===== src/rtl/cmult_rr_sched.sv =====
// rtl/cmult_rr_sched.sv - round-robin scheduler sharing one saturating Q24.8 x Q24.8 -> Q8.8 multiplier
module cmult_rr_sched #(
  parameter int NUM_REQ    = 4,
  parameter int FRACT_BITS = 8
) (
  input  logic                    clk,
  input  logic                    rst_n,
  input  logic                    en,
  input  logic [NUM_REQ-1:0]      req_valid,
  output logic [NUM_REQ-1:0]      req_ready,
  input  logic [32*NUM_REQ-1:0]   req_a,
  input  logic [32*NUM_REQ-1:0]   req_b,
  output logic [NUM_REQ-1:0]      rsp_valid,
  output logic [15:0]             rsp_p,
  output logic                    rsp_ovf,
  output logic                    rsp_unf,
  output logic                    busy,
  input  logic                    cnt_clr,
  output logic [15:0]             ovf_cnt,
  output logic [15:0]             unf_cnt
);

  localparam int IW = (NUM_REQ > 1) ? $clog2(NUM_REQ) : 1;
  localparam logic signed [63:0] P_MAX = 64'sd32767;
  localparam logic signed [63:0] P_MIN = -64'sd32768;

  logic [IW-1:0]        ptr_q, ptr_d;
  logic                 grant_any;
  logic [IW-1:0]        grant_idx;
  int                   arb_j;

  logic                 s1_v_q, s1_v_d;
  logic [31:0]          s1_a_q, s1_a_d, s1_b_q, s1_b_d;
  logic [IW-1:0]        s1_id_q, s1_id_d;
  logic                 s2_v_q, s2_v_d;
  logic signed [63:0]   s2_prod_q, s2_prod_d;
  logic [IW-1:0]        s2_id_q, s2_id_d;
  logic [NUM_REQ-1:0]   rsp_valid_q, rsp_valid_d;
  logic [15:0]          rsp_p_q, rsp_p_d;
  logic                 rsp_ovf_q, rsp_ovf_d, rsp_unf_q, rsp_unf_d;
  logic [15:0]          ovf_cnt_q, ovf_cnt_d, unf_cnt_q, unf_cnt_d;

  logic signed [63:0]   p_raw;
  logic [15:0]          cap_p;
  logic                 cap_ovf, cap_unf;
  logic                 strobe;

  // Round-robin search from ptr upward; reset and en both gate every grant
  always_comb begin
    req_ready = '0;
    grant_any = 1'b0;
    grant_idx = '0;
    arb_j     = 0;
    if (en && rst_n) begin
      for (int k = 0; k < NUM_REQ; k++) begin
        arb_j = (int'(ptr_q) + k) % NUM_REQ;
        if (!grant_any && req_valid[arb_j]) begin
          grant_any = 1'b1;
          grant_idx = IW'(arb_j);
        end
      end
    end
    if (grant_any) req_ready[grant_idx] = 1'b1;
  end

  // Next-state for pointer, three pipeline stages and event counters
  always_comb begin
    ptr_d = ptr_q;
    if (grant_any) begin
      ptr_d = (int'(grant_idx) == NUM_REQ - 1) ? '0 : grant_idx + IW'(1);
    end

    s1_v_d  = grant_any;
    s1_a_d  = grant_any ? req_a[int'(grant_idx)*32 +: 32] : s1_a_q;
    s1_b_d  = grant_any ? req_b[int'(grant_idx)*32 +: 32] : s1_b_q;
    s1_id_d = grant_any ? grant_idx : s1_id_q;

    s2_v_d    = s1_v_q;
    s2_prod_d = {{32{s1_a_q[31]}}, s1_a_q} * {{32{s1_b_q[31]}}, s1_b_q};
    s2_id_d   = s1_id_q;

    // Arithmetic shift floors toward -inf, then clamp into Q8.8
    p_raw   = s2_prod_q >>> FRACT_BITS;
    cap_ovf = 1'b0;
    cap_unf = 1'b0;
    cap_p   = p_raw[15:0];
    if (p_raw > P_MAX) begin
      cap_p   = 16'h7FFF;
      cap_ovf = 1'b1;
    end else if (p_raw < P_MIN) begin
      cap_p   = 16'h8000;
      cap_unf = 1'b1;
    end

    rsp_valid_d = '0;
    if (s2_v_q) rsp_valid_d[s2_id_q] = 1'b1;
    rsp_p_d   = s2_v_q ? cap_p   : rsp_p_q;
    rsp_ovf_d = s2_v_q ? cap_ovf : rsp_ovf_q;
    rsp_unf_d = s2_v_q ? cap_unf : rsp_unf_q;

    // Counters see the strobe while it is presented; clear has priority
    strobe    = |rsp_valid_q;
    ovf_cnt_d = ovf_cnt_q;
    unf_cnt_d = unf_cnt_q;
    if (cnt_clr) begin
      ovf_cnt_d = '0;
      unf_cnt_d = '0;
    end else begin
      if (strobe && rsp_ovf_q && ovf_cnt_q != 16'hFFFF) ovf_cnt_d = ovf_cnt_q + 16'd1;
      if (strobe && rsp_unf_q && unf_cnt_q != 16'hFFFF) unf_cnt_d = unf_cnt_q + 16'd1;
    end
  end

  // State registers; reset discards everything in flight
  always_ff @(posedge clk or negedge rst_n) begin
    if (!rst_n) begin
      ptr_q       <= '0;
      s1_v_q      <= 1'b0;
      s1_a_q      <= '0;
      s1_b_q      <= '0;
      s1_id_q     <= '0;
      s2_v_q      <= 1'b0;
      s2_prod_q   <= '0;
      s2_id_q     <= '0;
      rsp_valid_q <= '0;
      rsp_p_q     <= '0;
      rsp_ovf_q   <= 1'b0;
      rsp_unf_q   <= 1'b0;
      ovf_cnt_q   <= '0;
      unf_cnt_q   <= '0;
    end else begin
      ptr_q       <= ptr_d;
      s1_v_q      <= s1_v_d;
      s1_a_q      <= s1_a_d;
      s1_b_q      <= s1_b_d;
      s1_id_q     <= s1_id_d;
      s2_v_q      <= s2_v_d;
      s2_prod_q   <= s2_prod_d;
      s2_id_q     <= s2_id_d;
      rsp_valid_q <= rsp_valid_d;
      rsp_p_q     <= rsp_p_d;
      rsp_ovf_q   <= rsp_ovf_d;
      rsp_unf_q   <= rsp_unf_d;
      ovf_cnt_q   <= ovf_cnt_d;
      unf_cnt_q   <= unf_cnt_d;
    end
  end

  assign rsp_valid = rsp_valid_q;
  assign rsp_p     = rsp_p_q;
  assign rsp_ovf   = rsp_ovf_q;
  assign rsp_unf   = rsp_unf_q;
  assign busy      = s1_v_q | s2_v_q | (|rsp_valid_q);
  assign ovf_cnt   = ovf_cnt_q;
  assign unf_cnt   = unf_cnt_q;

endmodule


===== config.mk =====
export PLATFORM = sky130hd
export DESIGN_NAME = cmult_rr_sched
export DESIGN_NICKNAME = d
export VERILOG_FILES = /design/src/rtl/cmult_rr_sched.sv
export SDC_FILE = /design/constraint.sdc
export NUM_CORES = 2
export LEC_CHECK = 0
export ABC_AREA = 1
export BUFFER_PORTS_ARGS = -buffer_cell sky130_fd_sc_hd__buf_2
export CAP_MARGIN = 15
export CELL_PAD_IN_SITES_DETAIL_PLACEMENT = 2
export CELL_PAD_IN_SITES_GLOBAL_PLACEMENT = 2
export CORE_ASPECT_RATIO = 1.2
export CORE_UTILIZATION = 30
export DETAILED_ROUTE_END_ITERATION = 7
export GPL_TIMING_DRIVEN = 0
export PLACE_DENSITY = 0.8
export RECOVER_POWER = 25
export SLEW_MARGIN = 0
export SYNTH_ARGS = -nofsm -noshare
export SYNTH_HDL_FRONTEND = slang
export SYNTH_SLANG_ARGS = --single-unit
export TNS_END_PERCENT = 50

===== constraint.sdc =====
create_clock -name clk -period 19.2 [get_ports clk]
set_input_delay 5.76 -clock clk [delete_from_list [all_inputs] [get_ports clk]]
set_output_delay 5.76 -clock clk [all_outputs]
set_load 0.02 [all_outputs]

== Word level (Yosys, flattened, before mapping) ==
Index checks and enable logic that the tools add are counted.

* Input bits: 264
* Output and inout bits: 59
* Logic and storage cells: 100
* Register bits after elaboration: 190

* Bitwise gates (word level): 5
* $mul: 1
* Muxes and demuxes: 40
* Eq/ne operators: 3
* Reductions and logical operators: 19
* Add/subtract/negate cells: 6
* $lt $le $gt $ge: 10
* Shifts and indexed selects: 2

{| class="wikitable"
|+ Operator list
! operator !! count
|-
| 128-bit by 8-bit indexed part select with 32-bit output || 2
|-
| 16-bit two-way mux || 6
|-
| 32-bit by 32-bit multiplier with 64-bit output || 1
|-
| 56-bit by 16-bit greater-than comparator with 1-bit output (second input constant) || 1
|-
| 56-bit by 16-bit less-than comparator with 1-bit output (second input constant) || 1
|-
| 16-bit by 1-bit adder with 16-bit output (second input constant) || 2
|-
| 16-bit != test (second input constant) || 2
|-
| 1-bit two-way mux || 20
|-
| 3-bit by 4-bit less-than comparator with 1-bit output (second input constant) || 3
|-
| 2-bit two-way mux || 6
|-
| 1-bit logical AND || 10
|-
| 2-bit by 3-bit less-than comparator with 1-bit output (second input constant) || 3
|-
| 1-bit binary-select mux with 2-bit select || 4
|-
| 4-bit two-way mux || 2
|-
| 2-bit OR reduction || 3
|-
| 2-bit by 1-bit adder with 2-bit output (second input constant) || 2
|-
| 2-bit adder (second input constant) || 2
|-
| 1-bit demux with 2-bit select || 2
|-
| 2-bit by 1-bit >= comparator with 1-bit output (second input constant) || 2
|-
| 2-bit nonzero test || 2
|-
| 4-bit OR reduction || 1
|-
| 1-bit bitwise AND (first input constant) || 3
|-
| 1-bit logical NOT || 3
|-
| 2-bit by 1-bit == test with 1-bit output (second input constant) || 1
|-
| 1-bit OR || 2
|}

== Depth between registers and ports, before layout ==
* Depth in word-level cells: 22
* Mapped depth: 32
* Depth with buffers taken out: 30

== Least setup slack after synthesis ==
OpenSTA, ideal clock, no wires.

* Path type: input port to output port
* Start: input port req_valid[2]
* End: output port req_ready[3]
* Required time: 13440 ps
* Path slack: 6196 ps
* Stages: 13
* Data arrival time: 7244 ps
* Path buffers: 2
* Cell sequence: inv_1 -> nand2_1 -> o21ai_1 -> o21ai_0 -> nor2_2 -> nor2_4 -> nand3_2 -> buf_6 -> buf_6 -> inv_1 -> ha_1 -> inv_1 -> nor2_1

* Word-level cells in the longest chain between the ends: 21
* Elaborated cells on any way between the ends: 36
* Those cells by class: 2 x order compare; 27 x mux; 7 x reduce/logical

{| class="wikitable"
|+ RTL lines
! item !! RTL line !! RTL
|-
| start, declared || 9 || <nowiki>input logic [NUM_REQ-1:0] req_valid,</nowiki>
|-
| 1-bit binary-select mux with 2-bit select || 57 || <nowiki>if (!grant_any && req_valid[arb_j]) begin</nowiki>
|-
| 1-bit two-way mux (implied by the code) || 57 ||
|-
| 1-bit two-way mux || 57 ||
|-
| 1-bit two-way mux || 54 || <nowiki>if (en && rst_n) begin</nowiki>
|-
| 1-bit logical NOT || 57 ||
|-
| 1-bit logical AND || 57 ||
|-
| 1-bit two-way mux || 57 ||
|-
| 1-bit two-way mux || 54 ||
|-
| (+6 left out) || - ||
|-
| 2-bit two-way mux (*) || 57 ||
|-
| 2-bit two-way mux (*) || 54 ||
|-
| named net grant_idx[0] || 29 || <nowiki>logic [IW-1:0] grant_idx;</nowiki>
|-
| 2-bit by 3-bit less-than comparator with 1-bit output (implied by the code) / 2-bit by 1-bit >= comparator with 1-bit output (equally long branches) || 63 || <nowiki>if (grant_any) req_ready[grant_idx] = 1'b1;</nowiki>
|-
| 1-bit logical AND (implied by the code) || 63 ||
|-
| 1-bit two-way mux (implied by the code) || 63 ||
|-
| 1-bit demux with 2-bit select (*) || 63 ||
|-
| 4-bit two-way mux (*) || 63 ||
|-
| end, declared || 10 || <nowiki>output logic [NUM_REQ-1:0] req_ready,</nowiki>
|}

Mark *: on every way through the listed nets, which the timed path passes. The rest lies on a longest branch. The select of a mux whose other input is x is not followed.

== Final worst setup path ==
* Start: input port rst_n
* End: output port req_ready[1]

* Word-level cells in the longest chain between the ends: 7
* Elaborated cells on any way between the ends: 9
* Those cells by class: 2 x order compare; 5 x mux; 2 x reduce/logical

{| class="wikitable"
|+ RTL lines
! item !! RTL line !! RTL
|-
| start, declared || 7 || <nowiki>input logic rst_n,</nowiki>
|-
| 1-bit logical AND (*) || 54 ||
|-
| 2-bit two-way mux (*) || 54 ||
|-
| named net grant_idx[0] || 29 ||
|-
| 2-bit by 3-bit less-than comparator with 1-bit output (implied by the code) / 2-bit by 1-bit >= comparator with 1-bit output (equally long branches) || 63 ||
|-
| 1-bit logical AND (implied by the code) || 63 ||
|-
| 1-bit two-way mux (implied by the code) || 63 ||
|-
| 1-bit demux with 2-bit select (*) || 63 ||
|-
| 4-bit two-way mux (*) || 63 ||
|}

Mark *: on every way through the listed nets, which the timed path passes. The rest lies on a longest branch.

==> qor.txt <==
Via density: 5.03
CP Capture Type: output pin
1st-iter DRT viols: 2,584
GRT Total Usage: 0.294
Area growth syn-to-layout: 10.5%
TritonCTS clock tree: done
largest net degree at the start of global routing: 114
root buffer cell: clkbuf_16
Port Buf Inserts: 321
slowest stage delay, CP: 0.39 ns
vias in the first global route: 51,600
HP Class: flop to flop
Num CTS Buffers: 17
Final ANT Viol Nets: 0
part of the Yosys area used for sequential elements: 0.0955
first-pass GRT wire length: 338,000 um
grt ovf: 0
Tmin final: 13.95 ns
RSZ-0062 raised after global routing: no
Critical Path AT: 8.19 ns
CP delay by family, top: buffers and inverters
Max clock buf depth: 2
Buf/Inv on CP: 6
Post-layout nets: 8,030
TNS Setup: 0 ns
top cells by area, synth: fa_1 (45%), inv_1 (13%), nand2_1 (13%), dfrtp_1 (9.5%), ha_1 (4.9%)
Tcrit/Tclk final: 0.727
critical setup path kind: input port to output pin
CTS resizes: 0
Finished Core Util: 0.335
Cells after Synth: 6,152
Synth area leader: fa_1
worst-path cell chain: buf_8 > nand2_1 > nor2_4 > nand3_2 > buf_6 > buf_6 > inv_1 > ha_1 > inv_1 > nor2_1 > buf_2
CP Max Fanout: 71
post-DP HPWL: 200,000 um
max-slew violation count: 114
layout cell share with drive strength beyond 1: 0.0676
Worst Skew: 0.0397 ns
DRC Markers: 0
Distinct cells, synth: 40
Max-cap violations: 1
Syn Area/Cell: 7.75 sq um
Routed Wire Length: 233,000 um
Synth Register Bits: 182
GPL Wtd Cong: 0.979
syn_nets: 7,683
final setup fails: 0
TritonRoute pass-1 iters: 5
Initial Utilization: 0.303
clock sink count: 182
PnR worst setup slack: 5.25 ns
Max Clk Rate: 71.7 MHz
Slew @ Worst Pin: 6.81 ns
Via Count: 43,400
Warnings, synthesis: 0
Worst EP required: 13.44 ns
chip height: 439 um
violated checks: max-capacitance violations, max-slew violations
initial antenna violation count: 16
post-CTS setup buffer count: 0
Core Area: 0.157 sq mm
H-Tree Depth: 4
share of the synthesized area in the top cell type: 0.454
routed wirelength normalized by instance count: 27.0 um
Worst-Skew Late Latency: 0.57 ns
# fillers: 18,500
I/O Pins: 323
Slew headroom: -3.54
Clock transition at path regs: 0.08 ns
internal reg-to-reg setup slack: 9.33 ns
synthesized area: 0.0477 sq mm
Site Rows: 159
Hold Vio Cnt, Final: 0
Setup WS pre-CTS: 5.17 ns
CP max-delay cell: buf_8
CTS Hold Bufs: 0
full die area: 0.161 sq mm
outcome: complete, but fails checks
die width: 366 um
Startpoint Class: input port
## cell usage after synthesis (all sizes together)
| cell type | number |
|---|---|
| inv | 1712 |
| nand2 | 1613 |
| fa | 1081 |
| nand3 | 407 |
| clkbuf | 268 |
| nor2 | 251 |
| ha | 186 |
| dfrtp | 182 |
| a21oi | 128 |
| o21ai | 98 |
| buf | 61 |
| xor2 | 39 |
| nor3 | 26 |
| nand4 | 25 |
| xnor2 | 13 |
| nor4 | 12 |
| or2 | 12 |
| o21bai | 7 |
| o21a | 6 |
| a31oi | 4 |
| and3 | 4 |
| nand3b | 4 |
| nor3b | 3 |
| a21boi | 2 |
| clkinv | 2 |
| a211oi | 1 |
| a21o | 1 |
| and2 | 1 |
| o211a | 1 |
| o211ai | 1 |
| o31ai | 1 |
## layout by cell type (no fill, tap or decap), types with 26 or more instances in the layout
| cell | instances |
|---|---|
| inv_1 | 1709 |
| nand2_1 | 1613 |
| fa_1 | 1081 |
| nand3_1 | 405 |
| buf_2 | 352 |
| clkbuf_1 | 269 |
| nor2_1 | 248 |
| ha_1 | 186 |
| dfrtp_1 | 182 |
| a21oi_1 | 127 |
| o21ai_0 | 97 |
| xor2_1 | 39 |
| nor3_1 | 26 |
## worst register-to-register path, stage by stage, from the launching register on
cell,delay (ns)
dfrtp_1,0.34
clkbuf_1,0.56
clkbuf_1,0.70
nand2_1,0.30
inv_1,0.21
fa_1,0.47
inv_1,0.25
fa_1,0.46
inv_1,0.28
fa_1,0.54
fa_1,1.22
inv_1,0.23
fa_1,0.53
fa_1,0.55
fa_1,0.46
fa_1,0.56
inv_1,0.05
ha_1,0.46
nand2_1,0.16
nor2_1,0.11
inv_1,0.08
nor3_1,0.39
nand2_1,0.20
nor2_1,0.31
nor2_1,0.11
nand2_1,0.08
nand2_1,0.07
nand2_1,0.10
## routing by layer
metal	GRT usage	wire, um	vias up
met5	0	75	-
met4	0.234	21900	10
met3	0.0391	11400	726
met2	0.512	115000	1488
met1	0.322	84200	23000
li1	-	-	18200
## cell type report
type	count	area, sq um	area share
Clock buffer	17	425	0.00807
Tap cell	2093	2620	0.0497
Multi-Input combinational cell	3927	35300	0.670
Buffer	329	1400	0.0265
Clock inverter	15	186	0.00354
Timing Repair Buffer	328	1740	0.0329
Inverter	1714	6430	0.122
Antenna cell	14	35.0	0.000665
Sequential cell	182	4550	0.0864
## flip-flops by register name, summed over array words and instances, names as in the netlist
| register | count |
|---|---|
| s2_prod_q | 56 |
| s1_a_q | 32 |
| s1_b_q | 32 |
| ovf_cnt | 16 |
| rsp_p | 16 |
| unf_cnt | 16 |
| rsp_valid | 4 |
| ptr_q | 2 |
| s1_id_q | 2 |
| s2_id_q | 2 |
| rsp_ovf | 1 |
| rsp_unf | 1 |
| s1_v_q | 1 |
| s2_v_q | 1 |
## logic make-up (layout without fill, tap and decap cells)
kind of cell             Yosys count  in the layout  share of synthesized area
AO/OA/AOI/OAI                    250            250                     0.0275
XOR/XNOR                          52             52                    0.00955
adder cells (fa/ha/maj)         1267           1267                      0.503
buffers and inverters           2043           2403                      0.164
flip-flops                       182            182                     0.0955
other                              0             14                          0
AND/OR/NAND/NOR                 2358           2358                      0.201
## stage by stage
| stage | hold WS [ns] | instances | instance area [sq um] |
|---|---|---|---|
| floorplan | 0.354 | 6152 | 47700 |
| global placement | 0.448 | 8566 | 51900 |
| detailed placement | 0.477 | 8569 | 52000 |
| CTS | 0.496 | 8601 | 52600 |
| global route | 0.508 | 8613 | 52700 |
| finish | 0.482 | 8619 | 52700 |
## worst paths after layout
path,startpoint,end,cells past startpoint
setup / recovery,rst_n,req_ready[1],11
hold / removal,s2_id_q[0],rsp_valid[2],1
setup reg to reg,s1_a_q[31],s2_prod_q[61],27
hold reg to reg,s2_id_q[0],rsp_valid[2],1
max in group asynchronous,rst_n,unf_cnt[3],2
min in group asynchronous,rst_n,ptr_q[1],1
Power is left out: the tool's default activity adds up to more than one toggle a clock period on the data nets, which glitch-free logic cannot reach.
